$ cat src/rtl/bilinear_req_scheduler.sv
// Bilinear read-path request sequencer: raster-walks the output image, maps each
// output pixel to a Q16.8 source position and issues one tap request per pixel.
module bilinear_req_scheduler #(
  parameter int unsigned IMG_WIDTH  = 16,
  parameter int unsigned IMG_HEIGHT = 16,
  parameter int unsigned ACC_W      = 24
) (
  input  logic        clk,
  input  logic        rst_n,
  input  logic        start,
  input  logic        abort,
  input  logic [15:0] cfg_out_w,
  input  logic [15:0] cfg_out_h,
  input  logic [15:0] cfg_step_x,
  input  logic [15:0] cfg_step_y,
  output logic        req_valid,
  input  logic        req_ready,
  output logic [15:0] req_xi_base,
  output logic [15:0] req_yi_base,
  output logic [7:0]  req_fx_q,
  output logic [7:0]  req_fy_q,
  output logic [15:0] out_x,
  output logic [15:0] out_y,
  output logic        busy,
  output logic        done,
  output logic [31:0] stall_cnt
);

  localparam int unsigned IW = ACC_W - 8;

  typedef enum logic [1:0] {S_IDLE, S_ISSUE, S_DONE} state_e;

  state_e           state_q, state_d;
  logic [15:0]      out_w_q, out_w_d, out_h_q, out_h_d;
  logic [15:0]      step_x_q, step_x_d, step_y_q, step_y_d;
  logic [ACC_W-1:0] acc_x_q, acc_x_d, acc_y_q, acc_y_d;
  logic [15:0]      ox_q, ox_d, oy_q, oy_d;
  logic [31:0]      stall_q, stall_d;

  logic             row_end, last_pix;
  logic [IW-1:0]    xi_raw, yi_raw;

  // State and datapath registers with synchronous active-low reset.
  always_ff @(posedge clk) begin
    if (!rst_n) begin
      state_q  <= S_IDLE;
      out_w_q  <= '0;
      out_h_q  <= '0;
      step_x_q <= '0;
      step_y_q <= '0;
      acc_x_q  <= '0;
      acc_y_q  <= '0;
      ox_q     <= '0;
      oy_q     <= '0;
      stall_q  <= '0;
    end else begin
      state_q  <= state_d;
      out_w_q  <= out_w_d;
      out_h_q  <= out_h_d;
      step_x_q <= step_x_d;
      step_y_q <= step_y_d;
      acc_x_q  <= acc_x_d;
      acc_y_q  <= acc_y_d;
      ox_q     <= ox_d;
      oy_q     <= oy_d;
      stall_q  <= stall_d;
    end
  end

  assign row_end  = (ox_q == out_w_q - 16'd1);
  assign last_pix = row_end && (oy_q == out_h_q - 16'd1);

  // Next-state: job start/config latch, raster advance on handshake, stall counting.
  always_comb begin
    state_d  = state_q;
    out_w_d  = out_w_q;
    out_h_d  = out_h_q;
    step_x_d = step_x_q;
    step_y_d = step_y_q;
    acc_x_d  = acc_x_q;
    acc_y_d  = acc_y_q;
    ox_d     = ox_q;
    oy_d     = oy_q;
    stall_d  = stall_q;
    unique case (state_q)
      S_IDLE: begin
        if (start) begin
          out_w_d  = cfg_out_w;
          out_h_d  = cfg_out_h;
          step_x_d = cfg_step_x;
          step_y_d = cfg_step_y;
          acc_x_d  = '0;
          acc_y_d  = '0;
          ox_d     = '0;
          oy_d     = '0;
          stall_d  = '0;
          state_d  = (cfg_out_w == 16'd0 || cfg_out_h == 16'd0) ? S_DONE : S_ISSUE;
        end
      end
      S_ISSUE: begin
        if (!req_ready && stall_q != '1) stall_d = stall_q + 32'd1;
        // Abort takes priority: a same-cycle handshake is accepted but no successor is prepared.
        if (abort) begin
          state_d = S_IDLE;
        end else if (req_ready) begin
          if (last_pix) begin
            state_d = S_DONE;
          end else if (row_end) begin
            acc_x_d = '0;
            ox_d    = '0;
            acc_y_d = acc_y_q + ACC_W'(step_y_q);
            oy_d    = oy_q + 16'd1;
          end else begin
            acc_x_d = acc_x_q + ACC_W'(step_x_q);
            ox_d    = ox_q + 16'd1;
          end
        end
      end
      S_DONE: state_d = S_IDLE;
      default: state_d = S_IDLE;
    endcase
  end

  // Source-coordinate mapping with edge clamp so the right/bottom tap stays in range.
  always_comb begin
    xi_raw = acc_x_q[ACC_W-1:8];
    yi_raw = acc_y_q[ACC_W-1:8];
    if (xi_raw >= IW'(IMG_WIDTH - 1)) begin
      req_xi_base = 16'(IMG_WIDTH - 2);
      req_fx_q    = '1;
    end else begin
      req_xi_base = 16'(xi_raw);
      req_fx_q    = acc_x_q[7:0];
    end
    if (yi_raw >= IW'(IMG_HEIGHT - 1)) begin
      req_yi_base = 16'(IMG_HEIGHT - 2);
      req_fy_q    = '1;
    end else begin
      req_yi_base = 16'(yi_raw);
      req_fy_q    = acc_y_q[7:0];
    end
  end

  assign req_valid = (state_q == S_ISSUE);
  assign busy      = (state_q != S_IDLE);
  assign done      = (state_q == S_DONE);
  assign out_x     = ox_q;
  assign out_y     = oy_q;
  assign stall_cnt = stall_q;

endmodule

$ cat config.mk
export PLATFORM = sky130hd
export DESIGN_NAME = bilinear_req_scheduler
export DESIGN_NICKNAME = d
export VERILOG_FILES = /design/src/rtl/bilinear_req_scheduler.sv
export SDC_FILE = /design/constraint.sdc
export NUM_CORES = 1
export LEC_CHECK = 0
export CAP_MARGIN = 20
export CORE_UTILIZATION = 49
export DETAILED_ROUTE_END_ITERATION = 6
export HOLD_SLACK_MARGIN = 0.06
export PLACE_DENSITY = 0.82
export SLEW_MARGIN = 20
export SYNTH_ARGS = -nofsm -noshare
export SYNTH_HDL_FRONTEND = slang
export SYNTH_SLANG_ARGS = --single-unit
$ cat constraint.sdc
create_clock -name clk -period 3.35 [get_ports clk]
set_clock_uncertainty 0.1 [all_clocks]
set_input_delay 0.67 -clock clk [delete_from_list [all_inputs] [get_ports clk]]
set_output_delay 0.67 -clock clk [all_outputs]
set_load 0.05 [all_outputs]
---- Word-level counts from Yosys, hierarchy flattened ----
Cells that the tools add are included.
word-level totals
  bits in registers ....................... 178
  word-level logic and storage cells ...... 81
operators by class
  add/subtract/negate cells ............... 7
  magnitude comparators ................... 2
  eq/ne operators ......................... 13
  multiplexer cells ....................... 35
  reduce and logical (&&, ||, !) cells .... 14
operators by type and width
  cell                                                    count
  2-to-1 mux 24 bit                                       9
  2-to-1 mux 16 bit                                       11
  case mux 24 bit (2 select lines)                        2
  2-to-1 mux 32 bit                                       2
  case mux 16 bit (2 select lines)                        2
  case mux 32 bit (2 select lines)                        1
  adder 24 x 16 -> 24 bit                                 2
  adder 16 x 1 -> 16 bit (second input constant)          2
  adder 32 x 1 -> 32 bit (second input constant)          1
  equality test 16 bit                                    2
  >= comparator 16 x 4 -> 1 bit (second input constant)   2
  zero test 16 bit                                        2
  inequality test 32 bit (second input constant)          1
  subtractor 16 x 1 -> 16 bit (second input constant)     2
  2-to-1 mux 8 bit                                        2
  2-to-1 mux 2 bit                                        5
  inequality test 2 x 1 -> 1 bit (second input constant)  3
  inequality test 2 bit (second input constant)           3
  inequality test 3 x 2 -> 1 bit (second input constant)  2
  AND reduction 3 bit                                     2
  AND reduction 6 bit                                     1
  AND reduction 5 bit                                     1
  case mux 2 bit (2 select lines)                         1
  nonzero test 2 bit                                      2
  7 further kinds                                         8

---- Logic depth before layout (Yosys ltp) ----
Gate-level depths: netlist of the first run.
  word-level depth ........................ 7
  gate-level depth with buffers ........... 14
  mapped depth without buffers ............ 10

---- Worst setup path after synthesis of the first run ----
OpenSTA, ideal clock, no wires.
  path kind ............................... flip-flop to flip-flop
  start point ............................. reg out_w_q[0]
  end point ............................... reg acc_y_q[14]
  library setup time ...................... 0.117 ns
  data arrival time ....................... 3.486 ns
  data required time ...................... 3.133 ns
  setup slack ............................. -0.353 ns
  cell stages (with the launch flop) ...... 14
  path through ............................ dfxtp_1 inv_1 ha_1 or4b_1 buf_6 or4_4 o211ai_2 o221ai_2 or4_4 buf_6 a211oi_4 nor2_2 buf_6 a22o_1
between the ends
  word-level cells in the longest chain between the ends .. 5
  elaborated cells on any way between the ends .. 6
  those cells by class .................... add/sub: 1; eq/ne: 3; reduce/logical: 2
ends and longest elaborated chain
  element                          line  text
  start: declaration               34    logic [15:0] out_w_q, out_w_d, out_h_q, out_h_d;
  start signal: assignment         58    out_w_q <= out_w_d;
  subtractor 16 x 1 -> 16 bit *    70    assign row_end = (ox_q == out_w_q - 16'd1);
  equality test 16 bit *           70
  logical AND 1 bit                71    assign last_pix = row_end && (oy_q == out_h_q - 16'd1);
  inequality test 2 bit (no line)  -
  AND reduction 6 bit (no line) *  -
  end signal: assignment           63    acc_y_q <= acc_y_d;
  end: declaration                 36    logic [ACC_W-1:0] acc_x_q, acc_x_d, acc_y_q, acc_y_d;
Every way passes the cells marked *; elsewhere a longest branch is shown, timed or not.
A chain may end at the register's enable or synchronous reset.

---- Worst setup path after layout of the first run ----
  start point ............................. reg out_w_q[1]
  end point ............................... reg acc_x_q[20]
between the ends
  word-level cells in the longest chain between the ends .. 7
  elaborated cells on any way between the ends .. 10
  those cells by class .................... add/sub: 1; eq/ne: 2; mux: 5; reduce/logical: 2
ends and longest elaborated chain
  element                           line  text
  subtractor 16 x 1 -> 16 bit *     70
  equality test 16 bit *            70
  2-to-1 mux 24 bit                 108   end else if (row_end) begin
  2-to-1 mux 24 bit                 106   if (last_pix) begin
  2-to-1 mux 24 bit                 105   end else if (req_ready) begin
  2-to-1 mux 24 bit                 103   if (abort) begin
  case mux 24 bit (2 select lines)  85    unique case (state_q)
  end signal: assignment            51    acc_x_q <= '0;
  end signal: assignment            62    acc_x_q <= acc_x_d;
  end: declaration                  36
Every way passes the cells marked *; elsewhere a longest branch is shown, timed or not. The select of a mux whose other input is x is not followed.

==> impl_metrics.ini, run 1 <==
[floorplanning]
boundaryPins = 184
floorplan.die.width_um = 149.1
floorplan.core_area_um2 = 21150
std_cell_rows = 53
dieArea_um2 = 22240
initial_core_util = 0.5014
fp.dieH_um = 149.1

[clock_network]
hold_buffers = 0
cts_sinks = 178
cts_buffers = 17
root_buffer = clkbuf_16
clock_tree_from_tritoncts = yes
clock_pin_slew_on_the_worst_setup_and_hold_paths_ps = 70
htreeDepth = 4
clk_path_buf_depth = 2
clock_latency_ps = 440

[timing]
setup_repair_after_global_routing_missed_its_margin = yes
max_slew_margin = 0.4780
timing.final.crit_period_ps = 3400
fin_hold_ws_ps = 364.4
tightest_slew_ps = 783.0
timing_hold_violations_final = 0
setup-violations-final = 13
final_critical_path_setup_slack_ps = -49.89
fin_crit_sh = 1.015
report.final.slew_viol_count = 0
max_freq_mhz = 294.1

[grt]
met3_usage_grt = 0.04801
grt.busiest_layer = met2
use_met1 = 0.3454
grt_pass1_vias = 9711
grt_max_degree = 74
gr-total-overflow = 0
grt_first_pass_wirelength_um = 47460
grt_antenna_before_repair = 0
global_route.usage.total = 0.2648
use_met2 = 0.4421

[place]
place_area_um2 = 12710
place_ws_ps = -26.73
buffers_on_ports = 159
detailedPlacementHpwl_um = 21430
globalplace.congestion = 0.9151

[logic_synthesis]
synthFlopType = dfxtp_1
synth.top_cells.by_count = nand2_1 (198), dfxtp_1 (178), a21oi_1 (150)
ys.warnings.count = 0
synth.cell_area_um2 = 10610
synth-seq-cells = 178
synth_area_leader = dfxtp_1
post_synth_mux_area_share = 0.02194
compound_gate_fraction_of_synth_area = 0.1970
dominant_combinational_cell_family_by_area_after_synthesis = simple AND/OR/NAND/NOR gates
ffs_w_async_s_r_synth = 0
synth-xor-area-share = 0.06853
synth-simple-area-share = 0.2667
synth_largest_type_area_fraction = 0.3359
synth_fa_ha_area_frac = 0.04742
yosys.cell_count.top_type = nand2_1
synth.avg_cell_area_um2 = 7.922
ys_seq_area_frac = 0.3359
yosys.cell_types.count = 78
synthesis.instances = 1339
netlist_top_cells_area = dfxtp_1 (34%), a21oi_1 (7.1%), nand2_1 (7.0%)
synth_edf_count = 0

[layout]
final_cell_area_um2 = 13550
antenna-diode-count = 0
final_net_count = 1627
area.growth.synth_to_final_pct = 27.70
fraction_of_final_layout_cells_sized_beyond_drive_strength_1 = 0.1358
postLayoutCoreUtil = 0.6403

[detailed_routing]
drt-initial-drc-count = 835
wl_per_cell_um = 16.68
route.vias.total = 10600
vias_per_cell = 5.866
detail_route.drc_violations = 0
drt-total-wl_um = 30140
count_of_nets_left_with_antenna_violations_after_detail_routing = 0
detailedRoute.firstPassIterationCount = 5

[outcome]
run_status = finished, violations left
violated_checks = setup timing

[setup_path]
crit_path_start_kind = flip-flop
crit_path_end_kind = flip-flop
crit_path_max_fanout = 17
worst-endpoint-required_ps = 3610
critical_path_class = reg2reg
worstPathArrival_ps = 3660

[power_and_ir_drop]
power_leakage_nw = 5.127
vdd.ir_drop.worst_mv = 0.3146
power.density_nw_per_um2 = 390.1

[run]
maxCapViolCount = 0

[hold_path]
timing.hold.worst.class = reg2reg
cell families after synthesis:
kind of cell	count (synthesis)
XOR/XNOR	83
other	1
flip-flops	178
adder cells (fa/ha/maj)	39
buffers and inverters	135
AO/OA/AOI/OAI	328
AND/OR/NAND/NOR	552
multiplexers	23
final cells by class:
type	count	area [um2]
clock buffers	18	439.2
clock inverters	14	160.2
fillers	1794	7609
inverters	32	120.1
multi-input cells	1049	6658
flip-flops and latches	178	3566
well taps	275	344.1
repair buffers	241	2258
path summary, 6_finish.rpt:
kind	from	to	slack (ps)	cells after the start
setup / recovery	out_w_q[1]	acc_x_q[20]	-50	12
hold / removal	step_x_q[9]	step_x_q[9]	360	2
setup reg to reg	out_w_q[1]	acc_x_q[20]	-50	12
hold reg to reg	step_x_q[9]	step_x_q[9]	360	2
timing repair:
item | in CTS | in global routing
setup endpoints to repair | 64 | 78
gates cloned | 0 | 3
pin swaps | 1 | 9
resized for setup | 14 | 23
buffers inserted | 1 | 9
metal layers:
layer / vias up / part of all wire
li1: 5145 / -
met5: - / 0
met3: 58 / 0.058
met1: 5016 / 0.44
met2: 381 / 0.48
met4: 0 / 0.020
report_power, final:
part	internal, mW	switching, mW	leakage, nW
Clock	1.08	0.949	0.293
Combinational	0.401	0.623	3.39
Sequential	2.17	0.0540	1.45
worst max-delay path: stages (launching register included):
cell,delay (ps)
dfxtp_2,340
inv_2,60
ha_4,120
or4b_4,470
or4_4,470
xor2_2,180
o221ai_2,170
or4_4,490
nor4_4,310
buf_4,200
clkbuf_16,160
o31ai_1,80
a21oi_1,160
through the flow:
stage	instances	total power, mW	setup TNS (ps)
finish	1807	5.284	-233.5
global route	1807	5.478	-3545
CTS	1795	5.285	-13.08
detailed placement	1762	3.266	-127.4
global placement	1762	3.246	0
floorplan	1362	2.953	-421.4
state kept, by name, indices dropped and copies added, names as in the netlist:
signal and cells:
out_y 16, out_w_q 16, out_h_q 16, acc_y_q 24
stall_cnt 32, state_q 2, acc_x_q 24, out_x 16
step_y_q 16, step_x_q 16
cell usage in the layout, fill, tap and decap left out, types with 36 or more instances in the layout:
master,Yosys,routed
xnor2_1,47,47
buf_4,28,73
nor2_1,62,60
nand2_1,198,198
or2_2,39,39
o21ai_0,53,50
nand4_1,40,40
a21oi_1,150,147
clkdlybuf4s50_1,0,146
nand3_1,57,57
ha_1,37,36
dfxtp_1,178,176
Note: power is estimated with default switching activity, not from simulation.
==> inputs of run 2 (changes only) <==
--- a/config.mk
+++ b/config.mk
@@ -10,7 +10,7 @@
 export DETAILED_ROUTE_END_ITERATION = 6
 export HOLD_SLACK_MARGIN = 0.06
 export PLACE_DENSITY = 0.82
-export SLEW_MARGIN = 20
+export SLEW_MARGIN = 30
 export SYNTH_ARGS = -nofsm -noshare
 export SYNTH_HDL_FRONTEND = slang
 export SYNTH_SLANG_ARGS = --single-unit
==> results of run 2 <==
The final DEF is identical to that of run 1; final timing and power are the same.
